--- src/rtl/mul_pkg.sv ---
// Shared types and defaults for the multiplier-sharing scheduler.
//   sched_state_t : scheduler FSM states
//   MUL_W/MUL_PW  : operand and product widths of the radix-8 Booth multiplier
//   MUL_TIMEOUT   : default watchdog limit, in cycles spent waiting for done
package mul_pkg;
   typedef enum logic [1:0] {IDLE, ISSUE, BUSY, RESP} sched_state_t;

   localparam int MUL_W       = 32;
   localparam int MUL_PW      = 67;
   localparam int MUL_TIMEOUT = 64;
endpackage

--- src/rtl/rr_arbiter.sv ---
// Combinational round-robin arbiter, also reused by the adder-sharing path.
//   req     : request vector, one bit per requester
//   ptr     : last served requester; the search starts at ptr+1 and wraps
//   gnt     : one-hot grant, all zero when nothing is requested
//   gnt_idx : index of the granted requester (0 when nothing is requested)
module rr_arbiter #(
   parameter int NREQ = 4,
   parameter int PTRW = (NREQ > 1) ? $clog2(NREQ) : 1
) (
   input  logic [NREQ-1:0] req,
   input  logic [PTRW-1:0] ptr,
   output logic [NREQ-1:0] gnt,
   output logic [PTRW-1:0] gnt_idx
);

   logic [PTRW-1:0] idx;
   logic            found;

   always_comb begin
      gnt     = '0;
      gnt_idx = '0;
      found   = 1'b0;
      idx     = ptr;
      // Walk ptr+1, ptr+2, ... with explicit wrap so non-power-of-two NREQ works.
      for (int k = 0; k < NREQ; k++) begin
         idx = (idx == PTRW'(NREQ-1)) ? '0 : idx + 1'b1;
         if (!found && req[idx]) begin
            found    = 1'b1;
            gnt[idx] = 1'b1;
            gnt_idx  = idx;
         end
      end
   end

endmodule

--- src/rtl/mul_sched.sv ---
// Shares one multiplier among NREQ requesters, one job in flight at a time.
//   clk, rst_b             : clock, asynchronous active-low reset
//   req_valid/ready/x/y    : operand handshake per requester (packed operands)
//   rsp_valid/ready        : result handshake per requester
//   rsp_product, rsp_err   : registered result, err marks a watchdog abort
//   mul_start, mul_x/y     : registered start pulse and operands to multiplier
//   mul_done, mul_product  : completion strobe and product from multiplier
module mul_sched
   import mul_pkg::*;
#(
   parameter int NREQ    = 4,
   parameter int W       = MUL_W,
   parameter int PW      = MUL_PW,
   parameter int TIMEOUT = MUL_TIMEOUT
) (
   input  logic              clk,
   input  logic              rst_b,
   input  logic [NREQ-1:0]   req_valid,
   output logic [NREQ-1:0]   req_ready,
   input  logic [NREQ*W-1:0] req_x,
   input  logic [NREQ*W-1:0] req_y,
   output logic [NREQ-1:0]   rsp_valid,
   input  logic [NREQ-1:0]   rsp_ready,
   output logic [PW-1:0]     rsp_product,
   output logic              rsp_err,
   output logic              mul_start,
   output logic [W-1:0]      mul_x,
   output logic [W-1:0]      mul_y,
   input  logic              mul_done,
   input  logic [PW-1:0]     mul_product
);

   localparam int PTRW = (NREQ > 1) ? $clog2(NREQ) : 1;
   localparam int WDW  = $clog2(TIMEOUT);

   sched_state_t    state_q, state_d;
   logic [PTRW-1:0] ptr_q, ptr_d;
   logic [PTRW-1:0] owner_q, owner_d;
   logic [WDW-1:0]  wd_q, wd_d;
   logic [W-1:0]    x_q, x_d, y_q, y_d;
   logic [PW-1:0]   prod_q, prod_d;
   logic            err_q, err_d;
   logic            start_q, start_d;

   logic [NREQ-1:0] gnt;
   logic [PTRW-1:0] gnt_idx;

   rr_arbiter #(.NREQ(NREQ), .PTRW(PTRW)) u_arb (
      .req     (req_valid),
      .ptr     (ptr_q),
      .gnt     (gnt),
      .gnt_idx (gnt_idx)
   );

   // The arbiter always grants when any request is valid, so an IDLE cycle
   // with a valid request is always an accept.
   always_comb begin
      state_d = state_q;
      ptr_d   = ptr_q;
      owner_d = owner_q;
      wd_d    = wd_q;
      x_d     = x_q;
      y_d     = y_q;
      prod_d  = prod_q;
      err_d   = err_q;
      start_d = 1'b0;
      unique case (state_q)
         IDLE: begin
            if (|req_valid) begin
               owner_d = gnt_idx;
               start_d = 1'b1;
               state_d = ISSUE;
               for (int i = 0; i < NREQ; i++) begin
                  if (gnt[i]) begin
                     x_d = req_x[i*W +: W];
                     y_d = req_y[i*W +: W];
                  end
               end
            end
         end
         ISSUE: begin
            wd_d    = '0;
            state_d = BUSY;
         end
         BUSY: begin
            if (mul_done) begin
               prod_d  = mul_product;
               err_d   = 1'b0;
               state_d = RESP;
            end else if (wd_q == WDW'(TIMEOUT-1)) begin
               prod_d  = '0;
               err_d   = 1'b1;
               state_d = RESP;
            end else begin
               wd_d = wd_q + 1'b1;
            end
         end
         RESP: begin
            if (rsp_ready[owner_q]) begin
               ptr_d   = owner_q;
               state_d = IDLE;
            end
         end
         default: state_d = IDLE;
      endcase
   end

   always_ff @(posedge clk or negedge rst_b) begin
      if (!rst_b) begin
         state_q <= IDLE;
         ptr_q   <= PTRW'(NREQ-1);
         owner_q <= '0;
         wd_q    <= '0;
         x_q     <= '0;
         y_q     <= '0;
         prod_q  <= '0;
         err_q   <= 1'b0;
         start_q <= 1'b0;
      end else begin
         state_q <= state_d;
         ptr_q   <= ptr_d;
         owner_q <= owner_d;
         wd_q    <= wd_d;
         x_q     <= x_d;
         y_q     <= y_d;
         prod_q  <= prod_d;
         err_q   <= err_d;
         start_q <= start_d;
      end
   end

   // Reset parks the FSM in IDLE, so ready is also masked by rst_b to keep
   // requesters from seeing a grant while reset is held.
   always_comb begin
      req_ready = '0;
      rsp_valid = '0;
      if (state_q == IDLE && rst_b) req_ready = gnt;
      for (int i = 0; i < NREQ; i++)
         rsp_valid[i] = (state_q == RESP) && (owner_q == PTRW'(i));
   end

   assign rsp_product = prod_q;
   assign rsp_err     = err_q;
   assign mul_start   = start_q;
   assign mul_x       = x_q;
   assign mul_y       = y_q;

endmodule

--- config.mk ---
export PLATFORM = sky130hd
export DESIGN_NAME = mul_sched
export DESIGN_NICKNAME = d
export VERILOG_FILES = /design/src/rtl/mul_pkg.sv /design/src/rtl/rr_arbiter.sv /design/src/rtl/mul_sched.sv
export SDC_FILE = /design/constraint.sdc
export NUM_CORES = 1
export LEC_CHECK = 0
export ABC_AREA = 1
export CAP_MARGIN = 20
export CORE_AREA = 3 3 183 185
export DETAILED_ROUTE_END_ITERATION = 10
export DIE_AREA = 0 0 186 188
export PLACE_DENSITY = 0.66
export SLEW_MARGIN = 30
export SYNTH_ARGS = -nofsm -noshare
export SYNTH_HDL_FRONTEND = slang
export SYNTH_SLANG_ARGS = --single-unit
--- constraint.sdc ---
create_clock -name clk -period 3.1 [get_ports clk]
set_input_delay 0.465 -clock clk [delete_from_list [all_inputs] [get_ports clk]]
set_output_delay 0.465 -clock clk [all_outputs]
set_load 0.01 [all_outputs]
# Word level (Yosys, flattened, before mapping)
# Index checks and enable logic that the tools add are counted.
# op_classes
n_eq_ne	16
n_reduce_logical	27
mux	56
order_cmp	9
bitwise	3
n_addsub	5
# ops
op	n
two-way mux 32 bit	8
two-way mux 67 bit	2
two-way mux 2 bit	12
two-way mux 4 bit	5
== test 2 bit (second input constant)	8
two-way mux 1 bit	16
less-than comparator 2 x 3 -> 1 bit (second input constant)	5
logical AND 1 bit	12
two-way mux 6 bit	2
bitwise OR 4 bit	3
case mux 6 bit (2 select lines)	1
binary-select mux 1 bit (select 2 bit)	5
AND reduction 3 bit	3
adder 2 x 1 -> 2 bit (second input constant)	4
demux 1 bit (select 2 bit)	4
>= comparator 2 x 1 -> 1 bit (second input constant)	4
inequality test 2 bit (second input constant)	4
case mux 2 bit (4 select lines)	1
adder 6 x 1 -> 6 bit (second input constant)	1
== test 6 bit (second input constant)	1
AND reduction 2 bit	3
== test 2 x 1 -> 1 bit (second input constant)	2
logical NOT 2 bit	2
nonzero test 2 bit	2
other kinds (4)	6
# totals
in_bits	334
out_inout_bits	141
ff_bits	145
elab_cells	125

# Longest topological paths before layout
# Gate-level depths: netlist (run 1).
# logic_depth
ltp_word	18
mapped_depth	18
mapped_depth_nobuf	16

# Modules after synthesis
# A second synthesis (run 1) with hierarchy kept.
# hier_totals
cells_unflattened	1254
hier_area_um2	8381.8
# by_module_without_submodules
module	area_each_um2	n_inst	cells_each	seq_area_each_um2
mul_sched	7850.0	1	1159	3631.0
rr_arbiter	531.8	1	95	0.0

# Least setup slack after synthesis (run 1)
# No wires, ideal clock.
# synth_path
kind	register -> output
start	reg ptr_q[0]
end	out req_ready[1]
t_required_ns	2.635
stages_incl_launch_ff	13
path_slack_ns	0.321
arrival_time_ns	2.314
cell_sequence	dfstp_2 > inv_1 > ha_1 > inv_2 > nand2_1 > nand2_2 > nand2_1 > nand2_2 > nor2_4 > nand4_1 > buf_2 > buf_1 > a21oi_1
# synth_via
elab_chain_cells	15
# synth_lines
item	line	source
start, declared	mul_sched.sv:37	logic [PTRW-1:0] ptr_q, ptr_d;
start signal, assigned	mul_sched.sv:111	ptr_q <= PTRW'(NREQ-1);
start signal, assigned	mul_sched.sv:121	ptr_q <= ptr_d;
adder 2 x 1 -> 2 bit or == test 2 bit (tied branches)	rr_arbiter.sv:26	idx = (idx == PTRW'(NREQ-1)) ? '0 : idx + 1'b1;
two-way mux 2 bit *	rr_arbiter.sv:26	
adder 2 x 1 -> 2 bit, or another cell as far along	rr_arbiter.sv:26	
two-way mux 2 bit or two-way mux 1 bit (tied branches)	rr_arbiter.sv:26, rr_arbiter.sv:27	
adder 2 x 1 -> 2 bit, or another cell as far along	rr_arbiter.sv:26	
two-way mux 2 bit, or another cell as far along	rr_arbiter.sv:26	
adder 2 x 1 -> 2 bit, or another cell as far along	rr_arbiter.sv:26	
two-way mux 2 bit, or another cell as far along	rr_arbiter.sv:26	
less-than comparator 2 x 3 -> 1 bit (not written as such), or another cell as far along	rr_arbiter.sv:29	gnt[idx] = 1'b1;
logical AND 1 bit (not written as such), or another cell as far along	rr_arbiter.sv:29	
two-way mux 1 bit (not written as such), or another cell as far along	rr_arbiter.sv:29	
demux 1 bit (select 2 bit), or another cell as far along	-	
bitwise OR 4 bit (no line) or logical AND 1 bit (tied branches)	-	
two-way mux 4 bit *	rr_arbiter.sv:27	if (!found && req[idx]) begin
two-way mux 4 bit *	mul_sched.sv:137	if (state_q == IDLE && rst_b) req_ready = gnt;
end, declared	mul_sched.sv:19	output logic [NREQ-1:0] req_ready,
# Every way passes the cells marked *; elsewhere a longest branch is shown, timed or not. The select of a mux whose other input is x is not followed.

# Worst setup path after layout (run 1)
# layout_path
start	reg ptr_q[1]
end	out req_ready[1]
# The elaborated chain is that of the path after synthesis.

==> results.yml, run 1 <==
outcome:
  status: "finished clean"
hold_path:
  holdCritPathClass: "in2async"
die:
  design.die.area_um2: 35000
  row_count: 66
  floorplan.initialDensity: 0.276
  die_x_um: 186
  die-height_um: 188
  ioPinCount: 475
  design.core.area_um2: 32200
power_and_ir_drop:
  switchingPower_mw: 8.73
  comb_power_share: 0.687
  static_power_due_to_leakage_nw: 7.31
  power.density_cell_area_nw_per_um2: 1190
  switching_share: 0.491
  seq_power_share: 0.189
  clock_power_share: 0.124
  ir_worst_vdd_mv: 0.771
  p_int_mw: 9.05
final_layout:
  num-nets-final: 2109
  final_area_um2: 15000
  area_growth_syn_to_layout_pct: 68.3
  fillers: 3192
  layoutNonFillerInstCount: 2184
  fraction_of_final_layout_cells_sized_beyond_drive_strength_1: 0.0732
place:
  place.detailed.hpwl_um: 28100
  place.gp.congestion: 0.908
  dp_cells: 2138
  post_dp_cell_area_um2: 14100
  portBuffers: 474
timing:
  slew-limit-headroom: 0.415
  timing.hold.ws_ns: 0.423
  final_hold_viol_count: 0
  final_setup_violation_count: 0
  clock-skew-final_ns: 0.0126
  finalCritPeriodShare: 0.966
  period_needed_ns: 2.99
  tns_ns: 0
  timing_worst_slew_pin_value_ns: 0.874
  timing_max_transition_violations_final: 0
  fmax_ghz: 0.334
  grt_setup_unrepaired: "yes"
yosys:
  synth_fp_nets: 1658
  combinational_family_with_the_most_area_after_synthesis: "simple AND/OR/NAND/NOR gates"
  synth_top_cells_by_area: "dfrtp_1 (40%), nand2_1 (19%), nand3_1 (15%), inv_1 (6.5%), a21oi_1 (4.2%)"
  netlist_instances: 1311
  synthMuxAreaShare: 0.00112
  synthTopCellsByCount: "nand2_1 (441), nand3_1 (274), inv_1 (155)"
  synth_compound_gate_area_share: 0.0565
  synth-seq-area-share: 0.408
  yosys.area_share.simple: 0.408
  netlist.area_leader.share: 0.402
  synthesis.yosys.warnings: 0
  syn_area_per_cell_um2: 6.79
  synthXorXnorAreaFrac: 0
  number_of_synthesized_flops_with_an_enable_pin: 0
  mappedNetlistArea_um2: 8900
  post_synth_fa_ha_maj_area_fraction: 0.0183
  synthFlopType: "dfrtp_1"
  synth_most_common_cell: "nand2_1"
  ys_types: 35
  post-synth-top-area-cell: "dfrtp_1"
  synthArstFlopShare: 1.00
  synth_seq_cells: 145
critical_path:
  worstRegToRegCells: 18
  critPathLaunch: "ptr_q[1]"
  worstPathMaxFanout: 8
  start_kind: "register"
  worstPathRequired_ns: 2.63
  worstSetupEndpointType: "output port"
  arrival_ns: 2.53
  critical_path.reg2reg.endpoint: "mul_y[0]"
  critPathKind: "reg2out"
  worst_r2r_startpoint: "ptr_q[1]"
  reg_to_reg_slack_setup_ns: 0.19
  critical_path_sink: "req_ready[1]"
cts:
  cts-buffers-inserted: 17
  ctsLongestPathBuffers: 2
  worst_setup_hold_path_clk_slew_ns: 0.07
  clock_insertion_delay_worst_skew_ns: 0.43
  number_of_h_tree_levels: 4
  clock_tree_from_tritoncts: "built"
  cts_num_sinks: 145
  clock_tree.root_cell: "clkbuf_16"
detailed_routing:
  drtIter0Drc: 534
  dr_total_vias: 10300
  wire_per_inst_um: 18.1
  route.antenna.remaining_nets: 0
  routed_via_density: 4.70
  drt_first_pass_iters: 6
  post-route-drc-count: 0
  wl_um: 39500
grt:
  overflow: 0
  grt_start_max_net_pins: 68
  global_route_wire_length_before_repair_um: 57300
  first_global_vias: 9992
  global_route.usage.total: 0.210
  grt_antenna_before_repair: 2
run:
  drv_cap: 0
## cell type report
cell class	count	area, um2	share of cell area
Inverter	159	599	0.0400
Clock inverter	14	170	0.0114
Timing Repair Buffer	515	5200	0.347
Multi-Input combinational cell	924	4430	0.296
Tap cell	408	510	0.0341
Antenna cell	1	2.50	0.000167
Sequential cell	145	3630	0.242
Clock buffer	18	439	0.0293
## per-stage QoR
| step | util | setup slack [ns] | power, mW |
|---|---|---|---|
| detailed placement | 0.438 | -0.106 | 15.1 |
| global route | 0.465 | -0.0322 | 19.4 |
| CTS | 0.459 | 0.00611 | 17.4 |
| floorplan | - | 0.321 | 10.2 |
| finish | 0.465 | 0.107 | 17.8 |
| global placement | 0.438 | -0.00823 | 15.0 |
## repair_timing
| action | 4_1_cts | 5_1_grt |
|---|---|---|
| resized for setup | 16 | 23 |
| setup endpoints to repair | 55 | 68 |
| buffers inserted | 2 | 7 |
| hold buffers | 1 | 0 |
| pin swaps | 2 | 12 |
| cloned | 0 | 2 |
| hold endpoints to repair | 11 | 0 |
## metal layers
| layer | GRT usage | vias to the layer above | part of all wire |
|---|---|---|---|
| li1 | - | 5029 | - |
| met1 | 0.241 | 4748 | 0.39 |
| met2 | 0.371 | 427 | 0.49 |
| met3 | 0.0722 | 50 | 0.094 |
| met4 | 0.0579 | 2 | 0.021 |
| met5 | 0 | - | 0.00033 |
## cells in the final DEF, fill, tap and decap left out, types with 6 or more instances in the layout
master           instances
a21oi_1                 73
buf_12                   8
buf_4                   28
clkbuf_16               19
clkdlybuf4s50_1        469
dfrtp_1                143
ha_1                    11
inv_1                  150
inv_2                    8
inv_6                    6
nand2_1                433
nand2_2                  8
nand3_1                272
nor2_1                  10
nor3_1                   6
o21ai_0                 12
or2_0                   19
or2_1                   31
or2_2                   14
## cells by family after synthesis
group | count (synthesis)
AOI/OAI and AO/OA | 95
and+or+nand+nor | 815
adders and majority gates | 13
muxes | 1
DFF | 145
buffers and inverters | 242
## worst min path at each step
stage,to,startpoint
floorplan,mul_start,rst_b
global placement,rsp_product[66],rst_b
detailed placement,rsp_product[5],rst_b
CTS,mul_y[20],rst_b
global route,mul_y[20],rst_b
finish,rsp_product[5],rst_b
## state kept, by name, summed over array words and instances, names as in the netlist
signal       count
mul_start        1
state_q          2
owner_q          2
ptr_q            2
mul_x           32
rsp_product     67
wd_q             6
rsp_err          1
mul_y           32
## critical path, cell delays in order (launching register included)
cell	delay [ns]
dfstp_2	0.60
inv_4	0.06
ha_4	0.25
buf_4	0.14
nand3_2	0.09
nand2_4	0.09
inv_2	0.13
nand3_2	0.10
nor2_2	0.14
nor2_4	0.06
a21oi_2	0.16
clkdlybuf4s15_1	0.26
## power by group through the flow
stage	combinational (mW)	clock (mW)	sequential (mW)
floorplan	6.55	0	3.69
global placement	11.6	0	3.34
detailed placement	11.7	0	3.37
CTS	11.8	2.25	3.35
global route	13.5	2.34	3.47
finish	12.2	2.20	3.36
Note: power is estimated with default switching activity, not from simulation.
==> run 2, diff against run 1 <==
- ABC_CLOCK_PERIOD_IN_PS: default -> 3100
==> results of run 2 <==
The final DEF is identical to that of run 1; final timing and power are the same.
==> run 3, diff against run 2 <==
- SLEW_MARGIN: 30 -> 15
==> run 3 against run 2 <==
Sequential cell count is the same. First-iteration DRC count grew 3.6%. Register-to-register slack is essentially flat. Critical path depth is the same. Highest routed layer unchanged. Critical path type unchanged. Global-route usage is the same. Sequential power is essentially flat. Via count is the same. Worst hold slack is essentially flat.
==> results.yml, run 3 (same netlist as run 1, synthesis figures left out) <==
outcome:
  status: "finished clean"
detailed_routing:
  wl_um: 39500
  dr_total_vias: 10300
  drtIter0Drc: 553
  route.antenna.remaining_nets: 0
  routed_via_density: 4.70
  drt_first_pass_iters: 5
  post-route-drc-count: 0
  wire_per_inst_um: 18.1
final_layout:
  area_growth_syn_to_layout_pct: 68.0
  mostFrequentLayoutCells: "clkdlybuf4s50_1 (469), nand2_1 (433), nand3_1 (272)"
  fraction_of_final_layout_cells_sized_beyond_drive_strength_1: 0.0727
  num-nets-final: 2108
  mostFrequentLayoutCell: "clkdlybuf4s50_1"
  largest_register_ffs: 67
die:
  die-height_um: 188
  die_x_um: 186
  floorplan.initialDensity: 0.276
  row_count: 66
  design.die.area_um2: 35000
  ioPinCount: 475
  design.core.area_um2: 32200
power_and_ir_drop:
  post-layout-total-power_mw: 17.8
  p_int_mw: 9.05
  seq_power_share: 0.189
  switchingPower_mw: 8.72
  switching_share: 0.491
  power.density_cell_area_nw_per_um2: 1190
  comb_power_share: 0.687
  ir_worst_vdd_mv: 0.770
  clock_power_share: 0.124
  static_power_due_to_leakage_nw: 7.30
place:
  place.gp.congestion: 0.908
  portBuffers: 474
  place.detailed.hpwl_um: 28100
  place_worst_setup_slack_ns: -0.106
cts:
  clock_tree.root_cell: "clkbuf_16"
  cts_num_sinks: 145
  number_of_h_tree_levels: 4
  clock_tree_from_tritoncts: "built"
  cts-buffers-inserted: 17
  ctsLongestPathBuffers: 2
  clock_insertion_delay_worst_skew_ns: 0.43
  worst_setup_hold_path_clk_slew_ns: 0.07
critical_path:
  worstSetupEndpointType: "output port"
  worst_r2r_startpoint: "ptr_q[1]"
  worstRegToRegCells: 17
  arrival_ns: 2.52
  crit_chain: "inv_4 -> ha_4 -> buf_4 -> nand3_2 -> nand2_4 -> inv_2 -> nand3_2 -> nor2_2 -> nor2_4 -> a21oi_2 -> clkdlybuf4s15_1"
  critPathKind: "reg2out"
  worstPathRequired_ns: 2.63
  timing.critical_path.slowest_cell_delay_ns: 0.60
  timing.critical_path.slowest_stage_cell: "dfstp_2"
  start_kind: "register"
  reg_to_reg_slack_setup_ns: 0.20
  worst_path_most_repeated_cell: "nand3_2"
  worstPathMaxFanout: 8
  critical_path.reg2reg.endpoint: "mul_y[14]"
timing:
  fmax_ghz: 0.335
  finalCritPeriodShare: 0.963
  slew-limit-headroom: 0.399
  period_needed_ns: 2.98
  clock-skew-final_ns: 0.0126
  timing_worst_slew_pin_value_ns: 0.901
  timing.final.ws_setup_ns: 0.116
  final_setup_violation_count: 0
  timing_max_transition_violations_final: 0
  tns_ns: 0
  grt_setup_unrepaired: "yes"
  final_hold_viol_count: 0
grt:
  global_route.usage.total: 0.210
  grt_start_max_net_pins: 68
  grt_antenna_before_repair: 2
  global_route_wire_length_before_repair_um: 57300
  overflow: 0
  first_global_vias: 9992
run:
  drv_cap: 0
hold_path:
  holdCritPathClass: "in2async"
[run 3: cell count changes in the layout (fill, tap and decap cells not counted), sizes merged]
| cell | before | now |
|---|---|---|
| buf | 41 | 40 |
[run 3: what timing repair did]
action / CTS / global route
setup buffers: 2 / 7
cloned: 0 / 2
gates resized for setup: 16 / 23
setup endpoints to repair: 55 / 68
pin swaps: 2 / 12
hold buffers: 1 / 0
hold endpoints to repair: 11 / 0
[run 3: final cells by class]
class	count	area [um2]
diodes	1	2.50
clock buffers	18	439
clock inverters	14	170
fillers	3194	17200
inverters	159	599
multi-input cells	924	4430
flip-flops and latches	145	3630
well taps	408	510
repair buffers	514	5180
[run 3: metal layers]
| layer | track usage | up-vias | part of all wire |
|---|---|---|---|
| met4 | 0.0579 | 2 | 0.022 |
| li1 | - | 5029 | - |
| met3 | 0.0722 | 53 | 0.094 |
| met2 | 0.371 | 416 | 0.49 |
| met5 | 0 | - | 0.00033 |
| met1 | 0.241 | 4756 | 0.39 |
[run 3: how the worst max path moves through the flow]
stage / slack [ns] / startpoint / cells past startpoint / end
after global routing: -0.03 / ptr_q[1] / 13 / req_ready[2]
after floorplan: 0.32 / ptr_q[0] / 12 / req_ready[1]
after CTS: 0.006 / ptr_q[0] / 13 / req_ready[2]
after detailed placement: -0.11 / ptr_q[1] / 16 / mul_y[25]
final: 0.12 / ptr_q[1] / 11 / req_ready[1]
after global placement: -0.008 / ptr_q[1] / 16 / mul_y[22]
[run 3: per-stage QoR]
step	cells	cell area, um2	utilization	hold slack, ns
floorplan	1311	8900	-	0.169
global route	2183	15000	0.465	0.419
detailed placement	2138	14100	0.438	0.299
global placement	2138	14100	0.438	0.300
finish	2183	15000	0.465	0.423
CTS	2173	14800	0.459	0.407
[run 3: critical path, delay by kind of cell, from the launching register on]
family / cells / cell delay (ns)
DFF: 1 / 0.60
and+or+nand+nor: 5 / 0.48
buffers and inverters: 4 / 0.59
adders and majority gates: 1 / 0.25
AOI/OAI and AO/OA: 1 / 0.15
[run 3: power groups by stage]
stage	Combinational, mW	Clock, mW	Sequential [mW]
4_1_cts	11.8	2.25	3.35
2_1_floorplan	6.55	0	3.69
6_report	12.2	2.20	3.36
5_1_grt	13.5	2.34	3.47
3_3_place_gp	11.6	0	3.34
3_5_place_dp	11.7	0	3.37
